`src/rtl/mode_sequencer.sv`:
```
// Play-mode controller: debounced buttons drive mode/song selection and the player start/stop handshake.
// Confirm pulse in cycle N -> LOAD in N+1 -> mode valid in N+2; mode/song changes wait for stop_ack or timeout.
module mode_sequencer #(
    parameter int DEB_CYCLES  = 2000000,
    parameter int NUM_SONGS   = 4,
    parameter int ACK_TIMEOUT = 1000000
) (
    input  logic       clk,
    input  logic       rst,
    input  logic [2:0] sw_mode,
    input  logic       btn_confirm,
    input  logic       btn_next,
    input  logic       btn_prev,
    input  logic       player_busy,
    input  logic       stop_ack,
    output logic [2:0] mode,
    output logic [1:0] song_num,
    output logic       play_start,
    output logic       play_stop,
    output logic       switching
);
    localparam int DW = $clog2(DEB_CYCLES + 1);
    localparam int TW = $clog2(ACK_TIMEOUT + 1);
    localparam logic [1:0] LAST_SONG = 2'(NUM_SONGS - 1);

    localparam logic [2:0] M_IDLE  = 3'b000;
    localparam logic [2:0] M_FREE  = 3'b001;
    localparam logic [2:0] M_AUTO  = 3'b011;
    localparam logic [2:0] M_LEARN = 3'b111;

    typedef enum logic [1:0] {IDLE, ACTIVE, STOP_WAIT, LOAD} state_t;

    state_t         state, state_n;
    logic [2:0]     mode_n, target, target_n;
    logic [1:0]     song_n, song_inc, song_dec;
    logic [TW-1:0]  tcnt, tcnt_n;

    // Index 0 = confirm, 1 = next, 2 = prev.
    logic [2:0]     raw, sync1, sync2, stable, pulse;
    logic [DW-1:0]  deb_cnt [3];
    logic           ev_conf, ev_next, ev_prev;

    assign raw = {btn_prev, btn_next, btn_confirm};

    always_ff @(posedge clk or posedge rst) begin
        if (rst) begin
            sync1  <= '0;
            sync2  <= '0;
            stable <= '0;
            pulse  <= '0;
            for (int i = 0; i < 3; i++) deb_cnt[i] <= '0;
        end else begin
            sync1 <= raw;
            sync2 <= sync1;
            for (int i = 0; i < 3; i++) begin
                pulse[i] <= 1'b0;
                if (sync2[i] == stable[i]) begin
                    deb_cnt[i] <= '0;
                end else if (deb_cnt[i] == DW'(DEB_CYCLES - 1)) begin
                    // Accepted after DEB_CYCLES consecutive samples of the new level.
                    stable[i]  <= sync2[i];
                    deb_cnt[i] <= '0;
                    pulse[i]   <= sync2[i];
                end else begin
                    deb_cnt[i] <= deb_cnt[i] + DW'(1);
                end
            end
        end
    end

    assign ev_conf = pulse[0];
    assign ev_next = pulse[1] & ~pulse[2] & ~ev_conf;
    assign ev_prev = pulse[2] & ~pulse[1] & ~ev_conf;

    assign song_inc = (song_num >= LAST_SONG) ? 2'd0 : song_num + 2'd1;
    assign song_dec = (song_num == 2'd0) ? LAST_SONG : song_num - 2'd1;

    function automatic logic is_play_mode(input logic [2:0] m);
        return (m == M_FREE) || (m == M_AUTO) || (m == M_LEARN);
    endfunction

    always_ff @(posedge clk or posedge rst) begin
        if (rst) begin
            state    <= IDLE;
            mode     <= M_IDLE;
            song_num <= 2'd0;
            target   <= M_IDLE;
            tcnt     <= '0;
        end else begin
            state    <= state_n;
            mode     <= mode_n;
            song_num <= song_n;
            target   <= target_n;
            tcnt     <= tcnt_n;
        end
    end

    always_comb begin
        state_n    = state;
        mode_n     = mode;
        song_n     = song_num;
        target_n   = target;
        tcnt_n     = '0;
        play_start = 1'b0;
        play_stop  = 1'b0;
        switching  = 1'b0;
        case (state)
            IDLE: begin
                if (ev_conf) begin
                    if (is_play_mode(sw_mode)) begin
                        target_n = sw_mode;
                        state_n  = LOAD;
                    end
                end else if (ev_next) begin
                    song_n = song_inc;
                end else if (ev_prev) begin
                    song_n = song_dec;
                end
            end
            LOAD: begin
                switching  = 1'b1;
                mode_n     = target;
                play_start = (target == M_AUTO) || (target == M_LEARN);
                state_n    = ACTIVE;
            end
            ACTIVE: begin
                if (ev_conf) begin
                    if (sw_mode == mode) begin
                        if (mode != M_FREE) begin
                            target_n = mode;
                            state_n  = STOP_WAIT;
                        end
                    end else if (is_play_mode(sw_mode) || sw_mode == M_IDLE) begin
                        target_n = sw_mode;
                        // Free play has no running player, so nothing to stop.
                        if (mode == M_FREE) begin
                            if (sw_mode == M_IDLE) begin
                                mode_n  = M_IDLE;
                                state_n = IDLE;
                            end else begin
                                state_n = LOAD;
                            end
                        end else begin
                            state_n = STOP_WAIT;
                        end
                    end
                end else if (ev_next || ev_prev) begin
                    song_n = ev_next ? song_inc : song_dec;
                    if (mode != M_FREE) begin
                        target_n = mode;
                        state_n  = player_busy ? STOP_WAIT : LOAD;
                    end
                end
            end
            STOP_WAIT: begin
                play_stop = 1'b1;
                switching = 1'b1;
                if (stop_ack || tcnt == TW'(ACK_TIMEOUT - 1)) begin
                    if (target != M_IDLE) begin
                        state_n = LOAD;
                    end else begin
                        mode_n  = M_IDLE;
                        state_n = IDLE;
                    end
                end else begin
                    tcnt_n = tcnt + TW'(1);
                end
            end
            default: state_n = IDLE;
        endcase
    end
endmodule

```
`config.mk`:
```
export PLATFORM = sky130hd
export DESIGN_NAME = mode_sequencer
export DESIGN_NICKNAME = d
export VERILOG_FILES = /design/src/rtl/mode_sequencer.sv
export SDC_FILE = /design/constraint.sdc
export NUM_CORES = 1
export LEC_CHECK = 0
export CORE_MARGIN = 5
export CORE_UTILIZATION = 45
export CTS_CLUSTER_SIZE = 10
export DETAILED_ROUTE_END_ITERATION = 12
export GPL_ROUTABILITY_DRIVEN = 0
export PLACE_DENSITY_LB_ADDON = 0.05
export SLEW_MARGIN = 0
export SYNTH_ARGS = -nofsm -noshare
export SYNTH_HDL_FRONTEND = slang
export SYNTH_SLANG_ARGS = --single-unit
```
`constraint.sdc`:
```
create_clock -name clk -period 4.3 [get_ports clk]
set_input_delay 0.43 -clock clk [delete_from_list [all_inputs] [get_ports clk]]
set_output_delay 0.43 -clock clk [all_outputs]
set_load 0.02 [all_outputs]
```
# --- Yosys cells after proc, flatten, opt, wreduce, memory -nomap -nowiden ---
# Cells that the tools add are included.
word_totals:
  regBits: 105
  inputBits: 10
  output_inout_bits: 8
  wordCells: 142
classes:
  n_addsub: 6
  order_cmp: 1
  eq_ne: 35
  n_mux: 56
  n_bitwise: 10
  reduce_logical: 20
ops:
  columns: ["operator", "count"]
  rows:
  - ["2-to-1 mux 21 bit", 6]
  - ["adder 21 x 1 -> 21 bit (second input constant)", 3]
  - ["== test 21 bit (second input constant)", 3]
  - ["2-to-1 mux 3 bit", 14]
  - ["2-to-1 mux 2 bit", 20]
  - ["2-to-1 mux 20 bit", 2]
  - ["!= test 2 bit (second input constant)", 12]
  - ["adder 20 x 1 -> 20 bit (second input constant)", 1]
  - ["== test 20 bit (second input constant)", 1]
  - ["!= test 3 bit (second input constant)", 4]
  - ["2-to-1 mux 1 bit", 10]
  - ["AND reduction 5 bit", 2]
  - ["one-hot mux 3 bit (3 select lines)", 1]
  - ["one-hot mux 2 bit (4 select lines)", 1]
  - ["AND reduction 8 bit", 1]
  - ["AND reduction 7 bit", 1]
  - ["== test 3 x 1 -> 1 bit (second input constant)", 2]
  - ["== test 3 x 2 -> 1 bit (second input constant)", 2]
  - ["== test 3 bit (second input constant)", 2]
  - ["logical OR 1 bit", 6]
  - ["NOT 1 bit", 6]
  - ["one-hot mux 3 bit (2 select lines)", 1]
  - ["AND reduction 2 bit", 3]
  - ["nonzero test 3 bit", 2]
  - ["other kinds (15)", 22]

# --- Longest topological paths before layout ---
# Gate-level depths: netlist of run 1.
depth:
  word_depth: 8
  depth_mapped: 8
  ltp_nobuf: 7

# --- Worst setup path after synthesis of run 1 ---
# Ideal clock, no wire load.
synth_timing:
  path_kind: "register to register"
  start: "register deb_cnt[21] in the netlist's numbering"
  end: "register stable[1]"
  arrival_time_ns: 1.816
  t_required_ns: 4.175
  path_slack_ns: 2.359
  path_stages_with_launch: 7
  path_buffers: 1
  period_less_slack_ns: 1.941
  path_cell_list: "dfrtp_1 > ha_1 > and4_4 > nand4_1 > or4_1 > buf_2 > mux2_4"
synth_between:
  elab_chain_len: 2
synth_lines:
  columns: ["item", "line_no", "text"]
  rows:
  - ["from (decl)", "40", "logic [DW-1:0] deb_cnt [3];"]
  - ["from (signal, indexed assignment)", "65", "deb_cnt[i] <= deb_cnt[i] + DW'(1);"]
  - ["== test 21 bit", "59", "end else if (deb_cnt[i] == DW'(DEB_CYCLES - 1)) begin"]
  - ["AND reduction 2 bit (no line)", null, null]
  - ["to (signal, indexed assignment)", "61", "stable[i] <= sync2[i];"]
  - ["to (decl)", "39", "logic [2:0] raw, sync1, sync2, stable, pulse;"]
# No other way between the ends.
# A chain may end at the register's enable or synchronous reset.

# --- Worst setup path in the final report of run 1 ---
layout_timing:
  start: "register state[0]"
  end: "output port switching"
layout_between:
  elab_chain_len: 3
  elab_cells_between_ends: 4
layout_lines:
  columns: ["item", "line_no", "text"]
  rows:
  - ["from (decl)", "33", "state_t state, state_n;"]
  - ["from (signal assigned)", "90", "state <= state_n;"]
  - ["== test 2 bit", "107", "case (state)"]
  - ["OR reduction 2 bit (no line) (*)", null, null]
  - ["2-to-1 mux 1 bit (*)", "107", null]
  - ["to (decl)", "20", "output logic switching"]
# Mark *: on every way between the ends. The rest lies on a longest branch, timed or not.

==> results of run 1 <==
## power by group through the flow
stage	Sequential [mW]	Clock [mW]	Combinational [mW]
global placement	1.02	0	0.0575
global route	1.01	0.834	0.0655
finish	1.01	0.761	0.0553
detailed placement	1.02	0	0.0577
floorplan	1.02	0	0.0373
CTS	1.01	0.792	0.0583
## state kept, by name, indices dropped and copies added (netlist names)
| name | flops |
|---|---|
| tcnt | 20 |
| song_num | 2 |
| state | 2 |
| deb_cnt | 63 |
| stable | 3 |
| mode | 3 |
| sync2 | 3 |
| target | 3 |
| sync1 | 3 |
| pulse | 3 |
## per-stage QoR
| step | util | power [mW] | setup slack (ps) | hold slack, ps |
|---|---|---|---|---|
| floorplan | - | 1.06 | 1110 | 331 |
| global placement | 0.484 | 1.08 | 1780 | 332 |
| finish | 0.508 | 1.82 | 1960 | 353 |
| CTS | 0.508 | 1.86 | 1920 | 352 |
| global route | 0.508 | 1.91 | 1800 | 361 |
| detailed placement | 0.484 | 1.08 | 1720 | 336 |
## cell families (layout without fill, tap and decap cells)
| kind of cell | after synthesis | count (layout) | share of synthesized area |
|---|---|---|---|
| xor+xnor | 83 | 83 | 0.142 |
| fa+ha+maj | 10 | 10 | 0.0244 |
| buf+inv | 23 | 50 | 0.0200 |
| mux | 10 | 10 | 0.0220 |
| compound gates | 20 | 20 | 0.0261 |
| simple gates | 255 | 255 | 0.253 |
| flops | 105 | 105 | 0.513 |
## path summary, 6_finish.rpt
kind                       slack (ps)     start         to
max                              1960  state[0]  switching
min                               350  sync1[1]   sync2[1]
max reg2reg                      2170   mode[0]    mode[0]
min reg2reg                       350  sync1[1]   sync2[1]
max in group asynchronous        2730       rst    tcnt[2]
min in group asynchronous         650       rst   sync1[1]
## layout make-up
cell class / instances / area, um2
inverters: 15 / 58.8
fillers: 1052 / 5550
clock buffers: 11 / 243
clock inverters: 5 / 31.3
flip-flops and latches: 105 / 2630
well taps: 143 / 179
repair buffers: 19 / 185
multi-input cells: 378 / 2400
## cells in the mapped netlist (all sizes together) (5+ instances only)
| cell | n |
|---|---|
| dfrtp | 105 |
| and4 | 9 |
| nand4 | 22 |
| nor2b | 7 |
| nor3b | 7 |
| ha | 10 |
| xor2 | 46 |
| nand2 | 37 |
| nor2 | 98 |
| nand3 | 23 |
| o21ai | 5 |
| nor4b | 5 |
| inv | 15 |
| xnor2 | 37 |
| and3 | 15 |
| nor3 | 11 |
| mux2 | 7 |
| buf | 5 |
## per-layer routing
layer  global-route usage  share of wire  up-vias
met4               0.0520          0.016        0
met3               0.0430          0.039       13
met5                    0              0        -
li1                     -              -     1759
met1                0.212           0.51     1680
met2                0.237           0.44       41
==> flow_metrics.env, run 1 <==
export IMPL_status="finished clean"
export IMPL_core_area_mm2=0.0113
export IMPL_portBuffers=17
export IMPL_finalCriticalPeriod_ps=2340
export IMPL_comb_power_share=0.030
export IMPL_cts_tree="yes"
export IMPL_cts_buffer_depth=2
export IMPL_clock_root_buffer="clkbuf_16"
export IMPL_slew_violations=0
export IMPL_syn_area_mm2=0.00512
export IMPL_crit_required_ps=3870
export IMPL_reg2reg_depth=5
export IMPL_layout_commonest_cell="dfrtp_1"
export IMPL_tns_ps=0
export IMPL_synth_top_cell_by_area="dfrtp_1"
export IMPL_switchingPower_mw=0.400
export IMPL_ys_types=46
export IMPL_worst_hold_path_num_cells=0
export IMPL_finalClockSkew_ps=5.85
export IMPL_die_h_um=117
export IMPL_synth_area_leaders="dfrtp_1 (51%), xor2_1 (7.9%), nor2_1 (7.2%), xnor2_1 (6.3%), nand4_1 (2.7%)"
export IMPL_cp_end_kind="output pin"
export IMPL_min_path_type="reg -> reg"
export IMPL_yosysSeqAreaShare=0.513
export IMPL_period_share=0.545
export IMPL_clkPwrFrac=0.418
export IMPL_finalHoldViolCount=0
export IMPL_row_count=39
export IMPL_detail_route_iter0_violations=178
export IMPL_crit_buf_inv=2
export IMPL_timing_fmax_ghz=0.427
export IMPL_clk_latency_ps=350
export IMPL_initial_utilization=0.455
export IMPL_cts_htree_levels=3
export IMPL_layout_drive_gt1_share=0.0675
export IMPL_p_leak_nw=2.45
export IMPL_grt_total_usage=0.154
export IMPL_critical_path_top_delay_family="buffers and inverters"
export IMPL_num_io_pins=18
export IMPL_max_cap_viol_count=0
export IMPL_syn_num_nets=526
export IMPL_syn_mean_instance_area_um2=10.1
export IMPL_clkSinkCount=105
export IMPL_grt_pass1_wl_mm=16.8
export IMPL_via_per_inst=5.17
export IMPL_final_design_area_no_fill_mm2=0.00573
export IMPL_setup_violations=0
export IMPL_power_internal_mw=1.42
export IMPL_die_w_um=117
export IMPL_final_cell_mix="dfrtp_1 (105), nor2_1 (98), xor2_1 (46)"
export IMPL_synth_top_area_frac=0.513
export IMPL_dpl_hpwl_mm=6.24
export IMPL_grt_pass1_vias=3578
export IMPL_drc_errors=0
export IMPL_cp_start_kind="flop"
export IMPL_rsz0062_at_grt="false"
export IMPL_path_clk_slew_ps=70
export IMPL_slowest_delay_ps=540
export IMPL_cts_resized=0
export IMPL_post_cts_setup_buffers=0
export IMPL_diodes=0
export IMPL_grt_max_degree=80
export IMPL_worstPathCellList="inv_1, ha_1, or2_2, clkdlybuf4s50_1"
export IMPL_async_flop_share=1.00
export IMPL_cp_num_cells=4
export IMPL_dp_cells=660
export IMPL_worst_pin_slew_ps=1110
export IMPL_relSlewSlack=0.252
export IMPL_ys_dominant_reg_cell="dfrtp_1"
export IMPL_swShare=0.219
export IMPL_dieArea_mm2=0.0136
export IMPL_hold_buffers=0
export IMPL_synth_edff_count=0
export IMPL_dr_total_vias=3493
export IMPL_place_area_mm2=0.00545
export IMPL_grt_overflow_total=0
export IMPL_ir_drop_v=0.000259
export IMPL_layoutNonFillerInstCount=676
export IMPL_ys_ff_latch=105
export IMPL_crit_type="reg -> out"
export IMPL_wl_mm=9.21
export IMPL_power_frac_seq=0.552
export IMPL_drt_wirelength_per_cell_um=13.6
export IMPL_nets=548
export IMPL_area_growth_pct=11.7
export IMPL_first_pass_iters=4
export IMPL_cp_arrival_ps=1910
export IMPL_syn_inst=506
export IMPL_p_per_area_mw_per_mm2=318
export IMPL_cts_buffers=9
export IMPL_drt_antenna_violating_nets=0
export IMPL_slowest_stage="clkdlybuf4s50_1"
export IMPL_worstPathMaxFanout=5
export IMPL_antenna_found_initial=0
export IMPL_ys_warn_count=0
(Power assumes the default switching activity.)
==> inputs of run 2 (changes only) <==
==> constraint.sdc (replaced) <==
create_clock -name clk -period 2.15 [get_ports clk]
set_input_delay 0.215 -clock clk [delete_from_list [all_inputs] [get_ports clk]]
set_output_delay 0.215 -clock clk [all_outputs]
set_load 0.02 [all_outputs]
==> run 2 against run 1 <==
Effect of this change: register-to-register slack worse by 2000 ps; largest cell class unchanged; sequential power is 99% higher; clock-buffer cell count is 2 lower; critical endpoint is now play_stop; flip-flop and latch count stayed put; power is 120% higher; first-iteration DRC count is 47% higher; clock skew hardly changed.
==> flow_metrics.env, run 2 (synthesis results as in run 1) <==
export IMPL_cts_htree_levels=3
export IMPL_rsz0062_at_grt="false"
export IMPL_drt_antenna_violating_nets=0
export IMPL_finalClockSkew_ps=6.34
export IMPL_met3_usage=0.0435
export IMPL_nets=565
export IMPL_period_share=0.933
export IMPL_finalHoldViolCount=0
export IMPL_hold_buffers=0
export IMPL_crit_required_ps=1930
export IMPL_first_pass_iters=4
export IMPL_grt_busiest_layer="met2"
export IMPL_die_w_um=117
export IMPL_grt_max_degree=37
export IMPL_switchingPower_mw=0.842
export IMPL_ir_drop_v=0.000490
export IMPL_clkPwrFrac=0.453
export IMPL_die_h_um=117
export IMPL_dp_worst_setup_slack_ps=66.4
export IMPL_p_per_area_mw_per_mm2=659
export IMPL_timing_fmax_ghz=0.498
export IMPL_dp_cells=676
export IMPL_status="finished clean"
export IMPL_p_leak_nw=2.57
export IMPL_power_frac_seq=0.513
export IMPL_initial_utilization=0.455
export IMPL_finalCriticalPeriod_ps=2010
export IMPL_antenna_found_initial=0
export IMPL_clk_latency_ps=350
export IMPL_area_growth_pct=16.1
export IMPL_min_path_type="in -> async"
export IMPL_wl_mm=9.70
export IMPL_grt_total_usage=0.157
export IMPL_largest_reg_flops=63
export IMPL_cp_start_kind="flop"
export IMPL_cp_arrival_ps=1790
export IMPL_dr_total_vias=3594
export IMPL_dieArea_mm2=0.0136
export IMPL_portBuffers=17
export IMPL_layout_drive_gt1_share=0.100
export IMPL_path_clk_slew_ps=70
export IMPL_cts_buffer_depth=2
export IMPL_slew_violations=0
export IMPL_cts_tree="yes"
export IMPL_grt_pass1_wl_mm=16.8
export IMPL_layout_commonest_cell="dfrtp_1"
export IMPL_layoutNonFillerInstCount=693
export IMPL_via_per_inst=5.19
export IMPL_cp_end_kind="output pin"
export IMPL_swShare=0.215
export IMPL_dpl_hpwl_mm=6.93
export IMPL_grt_pass1_vias=3528
export IMPL_setup_violations=0
export IMPL_critical_path_top_delay_family="buffers and inverters"
export IMPL_top_register="deb_cnt"
export IMPL_tns_ps=0
export IMPL_relSlewSlack=0.640
export IMPL_cts_buffers=9
export IMPL_worst_slack_ps=143
export IMPL_use_met2=0.235
export IMPL_row_count=39
export IMPL_worstPathCellList="inv_1, ha_1, clkdlybuf4s50_1"
export IMPL_worst_pin_slew_ps=539
export IMPL_post_cts_setup_buffers=0
export IMPL_core_area_mm2=0.0113
export IMPL_crit_buf_inv=2
export IMPL_grtUsageMet1=0.218
export IMPL_fillers=1016
export IMPL_slowest_delay_ps=650
export IMPL_top_regs="deb_cnt: 63 flops, tcnt: 20 flops"
export IMPL_diodes=0
export IMPL_slowest_stage="clkdlybuf4s50_1"
export IMPL_clkSinkCount=105
export IMPL_drc_errors=0
export IMPL_clock_root_buffer="clkbuf_16"
export IMPL_whs_ps=258
export IMPL_drt_wirelength_per_cell_um=14.0
export IMPL_comb_power_share=0.034
export IMPL_total_power_mw=3.92
export IMPL_power_internal_mw=3.08
export IMPL_final_cell_mix="dfrtp_1 (105), nor2_1 (98), xor2_1 (46)"
export IMPL_detail_route_iter0_violations=262
export IMPL_worstPathMaxFanout=5
export IMPL_num_io_pins=18
export IMPL_grt_overflow_total=0
export IMPL_max_cap_viol_count=0
export IMPL_crit_type="reg -> out"
-- run 2: layout make-up --
type,instances,area [um2],share of cell area
sequential,105,2630,0.442
multi-input combinational,379,2410,0.405
timing repair buffer,35,342,0.0574
clock buffer,9,225,0.0379
tap,143,179,0.0301
clock inverter,7,104,0.0175
inverter,15,60.1,0.0101
-- run 2: worst reg2reg max path, cell delays in order, from the launching register on --
cell,delay (ps)
dfrtp_1,390
ha_1,220
and4_4,260
nand4_1,90
or4_4,610
mux2_4,320
-- run 2: metal layers --
metal  routed length, um  share of wire
met3                 366          0.038
met4                 189          0.019
met2                4320           0.45
met5                   0              0
met1                4820           0.50
-- run 2: final timing paths --
check | start | endpoint | slack (ps) | cells past startpoint
worst max-delay path | state[0] | play_stop | 140 | 3
worst max register to register | deb_cnt[21] | stable[1] | 150 | 5
min in group clk | btn_confirm | sync1[0] | 300 | 1
worst min register to register | sync1[0] | sync2[0] | 350 | 0
worst min-delay path | rst | deb_cnt[10] | 260 | 2
max in group asynchronous | rst | song_num[1] | 1260 | 3
-- run 2: repair_timing --
action,in CTS,in global routing
gates cloned,0,1
pin swaps,0,1
resized for setup,1,1
setup endpoints to repair,1,19
-- run 2: power by group through the flow --
| stage | sequential (mW) | clock (mW) | combinational [mW] |
|---|---|---|---|
| 6_report | 2.01 | 1.78 | 0.132 |
| 5_1_grt | 2.01 | 1.92 | 0.153 |
| 4_1_cts | 2.01 | 1.84 | 0.137 |
| 3_5_place_dp | 2.05 | 0 | 0.136 |
| 3_3_place_gp | 2.05 | 0 | 0.136 |
| 2_1_floorplan | 2.05 | 0 | 0.0750 |
-- run 2: metrics by stage --
step | utilization | area (um2)
2_1_floorplan | - | 5130
6_report | 0.528 | 5950
3_5_place_dp | 0.498 | 5610
4_1_cts | 0.527 | 5940
5_1_grt | 0.528 | 5950
3_3_place_gp | 0.498 | 5610
==> inputs of run 3 (changes only) <==
==> constraint.sdc (replaced) <==
create_clock -name clk -period 2.1 [get_ports clk]
set_input_delay 0.21 -clock clk [delete_from_list [all_inputs] [get_ports clk]]
set_output_delay 0.21 -clock clk [all_outputs]
set_load 0.02 [all_outputs]
==> run 3 against run 2 <==
Effect of this change: clock-buffer cell count up 3; setup slack worse by 57 ps; via count rose by 0.70%; combinational power hardly changed; hold slack improved by 45 ps; clock power down 14%; clock skew is 1.6 ps lower; sequential power up 2%; power down 5.0%; critical path depth grew 2; cell area down 0.74%; cell count rose by 0.14%; largest power group unchanged; highest routed layer unchanged.
==> flow_metrics.env, run 3 (synthesis results as in run 1) <==
export IMPL_status="finished clean"
export IMPL_drc_errors=0
export IMPL_first_pass_iters=4
export IMPL_die_w_um=117
export IMPL_timing_fmax_ghz=0.497
export IMPL_finalCriticalPeriod_ps=2010
export IMPL_swShare=0.216
export IMPL_tns_ps=0
export IMPL_multiInputGateArea_mm2=0.00243
export IMPL_cts_tree="yes"
export IMPL_slew_violations=0
export IMPL_power_internal_mw=2.92
export IMPL_finalHoldViolCount=0
export IMPL_grt_overflow_total=0
export IMPL_crit_type="reg -> reg"
export IMPL_worstPathMaxFanout=6
export IMPL_max_cap_viol_count=0
export IMPL_ir_drop_v=0.000489
export IMPL_clkPwrFrac=0.411
export IMPL_portBuffers=17
export IMPL_initial_utilization=0.455
export IMPL_grtUsageMet1=0.212
export IMPL_cts_htree_levels=3
export IMPL_min_path_type="in -> reg"
export IMPL_relSlewSlack=0.635
export IMPL_p_per_area_mw_per_mm2=631
export IMPL_area_growth_pct=15.2
export IMPL_grt_max_degree=106
export IMPL_dpl_hpwl_mm=6.57
export IMPL_dr_total_vias=3619
export IMPL_cp_start_kind="flop"
export IMPL_detail_route_iter0_violations=160
export IMPL_grt_busiest_layer="met2"
export IMPL_top_regs="deb_cnt: 63 flops, tcnt: 20 flops"
export IMPL_met3_usage=0.0477
export IMPL_nets=567
export IMPL_crit_required_ps=2330
export IMPL_dieArea_mm2=0.0136
export IMPL_via_per_inst=5.21
export IMPL_grt_pass1_vias=3612
export IMPL_final_util=0.524
export IMPL_num_io_pins=18
export IMPL_p_leak_nw=2.54
export IMPL_top_register="deb_cnt"
export IMPL_clkSinkCount=105
export IMPL_die_h_um=117
export IMPL_grt_total_usage=0.158
export IMPL_power_frac_seq=0.553
export IMPL_rsz0062_at_grt="false"
export IMPL_final_cell_mix="dfrtp_1 (105), nor2_1 (98), xor2_1 (46)"
export IMPL_drt_wirelength_per_cell_um=14.0
export IMPL_largest_reg_flops=63
export IMPL_cp_end_kind="flop"
export IMPL_switchingPower_mw=0.804
export IMPL_hold_buffers=0
export IMPL_fillers=1013
export IMPL_layout_commonest_cell="dfrtp_1"
export IMPL_drt_antenna_violating_nets=0
export IMPL_setup_violations=0
export IMPL_period_share=0.959
export IMPL_use_met2=0.251
export IMPL_core_area_mm2=0.0113
export IMPL_clk_latency_ps=340
export IMPL_grt_pass1_wl_mm=17.0
export IMPL_cp_arrival_ps=2240
export IMPL_antenna_found_initial=0
export IMPL_wl_mm=9.70
export IMPL_cts_buffer_depth=2
export IMPL_path_clk_slew_ps=60
export IMPL_worst_pin_slew_ps=548
export IMPL_finalClockSkew_ps=4.70
export IMPL_cts_buffers=9
export IMPL_comb_power_share=0.036
export IMPL_layout_drive_gt1_share=0.103
export IMPL_regArea_mm2=0.00263
export IMPL_diodes=0
export IMPL_row_count=39
export IMPL_clock_root_buffer="clkbuf_16"
==> run 3: routing by layer <==
metal | vias up | routed length [um]
met5 | - | 0
met4 | 0 | 127
met3 | 13 | 320
met2 | 46 | 4410
met1 | 1761 | 4840
li1 | 1799 | -
==> run 3: area by class of cell <==
| type | count | area share |
|---|---|---|
| sequential | 105 | 0.445 |
| inverter | 15 | 0.0102 |
| clock buffer | 12 | 0.0417 |
| timing repair buffer | 37 | 0.0583 |
| tap | 143 | 0.0303 |
| clock inverter | 3 | 0.00297 |
| multi-input combinational | 379 | 0.412 |
==> run 3: through the flow <==
step	hold slack (ps)	instances	worst slack (ps)	cell area (um2)	power, mW
2_1_floorplan	241	506	159	5130	2.17
3_3_place_gp	339	675	79.5	5590	2.23
3_5_place_dp	336	675	34.4	5590	2.23
4_1_cts	286	690	19.6	5850	3.80
5_1_grt	296	694	5.58	5900	3.89
6_report	302	694	86.5	5900	3.72
==> run 3: path summary, 6_finish.rpt <==
| kind | from | end | slack [ps] | depth (start not counted) |
|---|---|---|---|---|
| min reg2reg | sync1[2] | sync2[2] | 350 | 0 |
| max reg2reg | deb_cnt[21] | stable[1] | 90 | 5 |
| min | btn_prev | sync1[2] | 300 | 1 |
| max | deb_cnt[21] | stable[1] | 90 | 5 |
| min in group asynchronous | rst | sync1[0] | 370 | 3 |
| max in group asynchronous | rst | deb_cnt[29] | 1320 | 3 |
==> run 3: worst max-delay path, stage by stage, from the launching register on <==
cell	delay [ps]
dfrtp_1	400
ha_2	220
and4_4	260
nand4_1	90
or4_4	610
mux2_4	320
==> run 3: power by group through the flow <==
stage | logic [mW] | registers [mW] | clock network [mW]
after floorplan | 0.0768 | 2.09 | 0
after global placement | 0.133 | 2.10 | 0
after detailed placement | 0.134 | 2.10 | 0
after CTS | 0.134 | 2.06 | 1.60
after global routing | 0.157 | 2.06 | 1.67
final | 0.135 | 2.06 | 1.53
==> run 3: repair_timing <==
item	in CTS	in global routing
setup endpoints to repair	1	27
buffers inserted	0	3
gates cloned	0	1
pin swaps	0	3
gates resized for setup	1	5
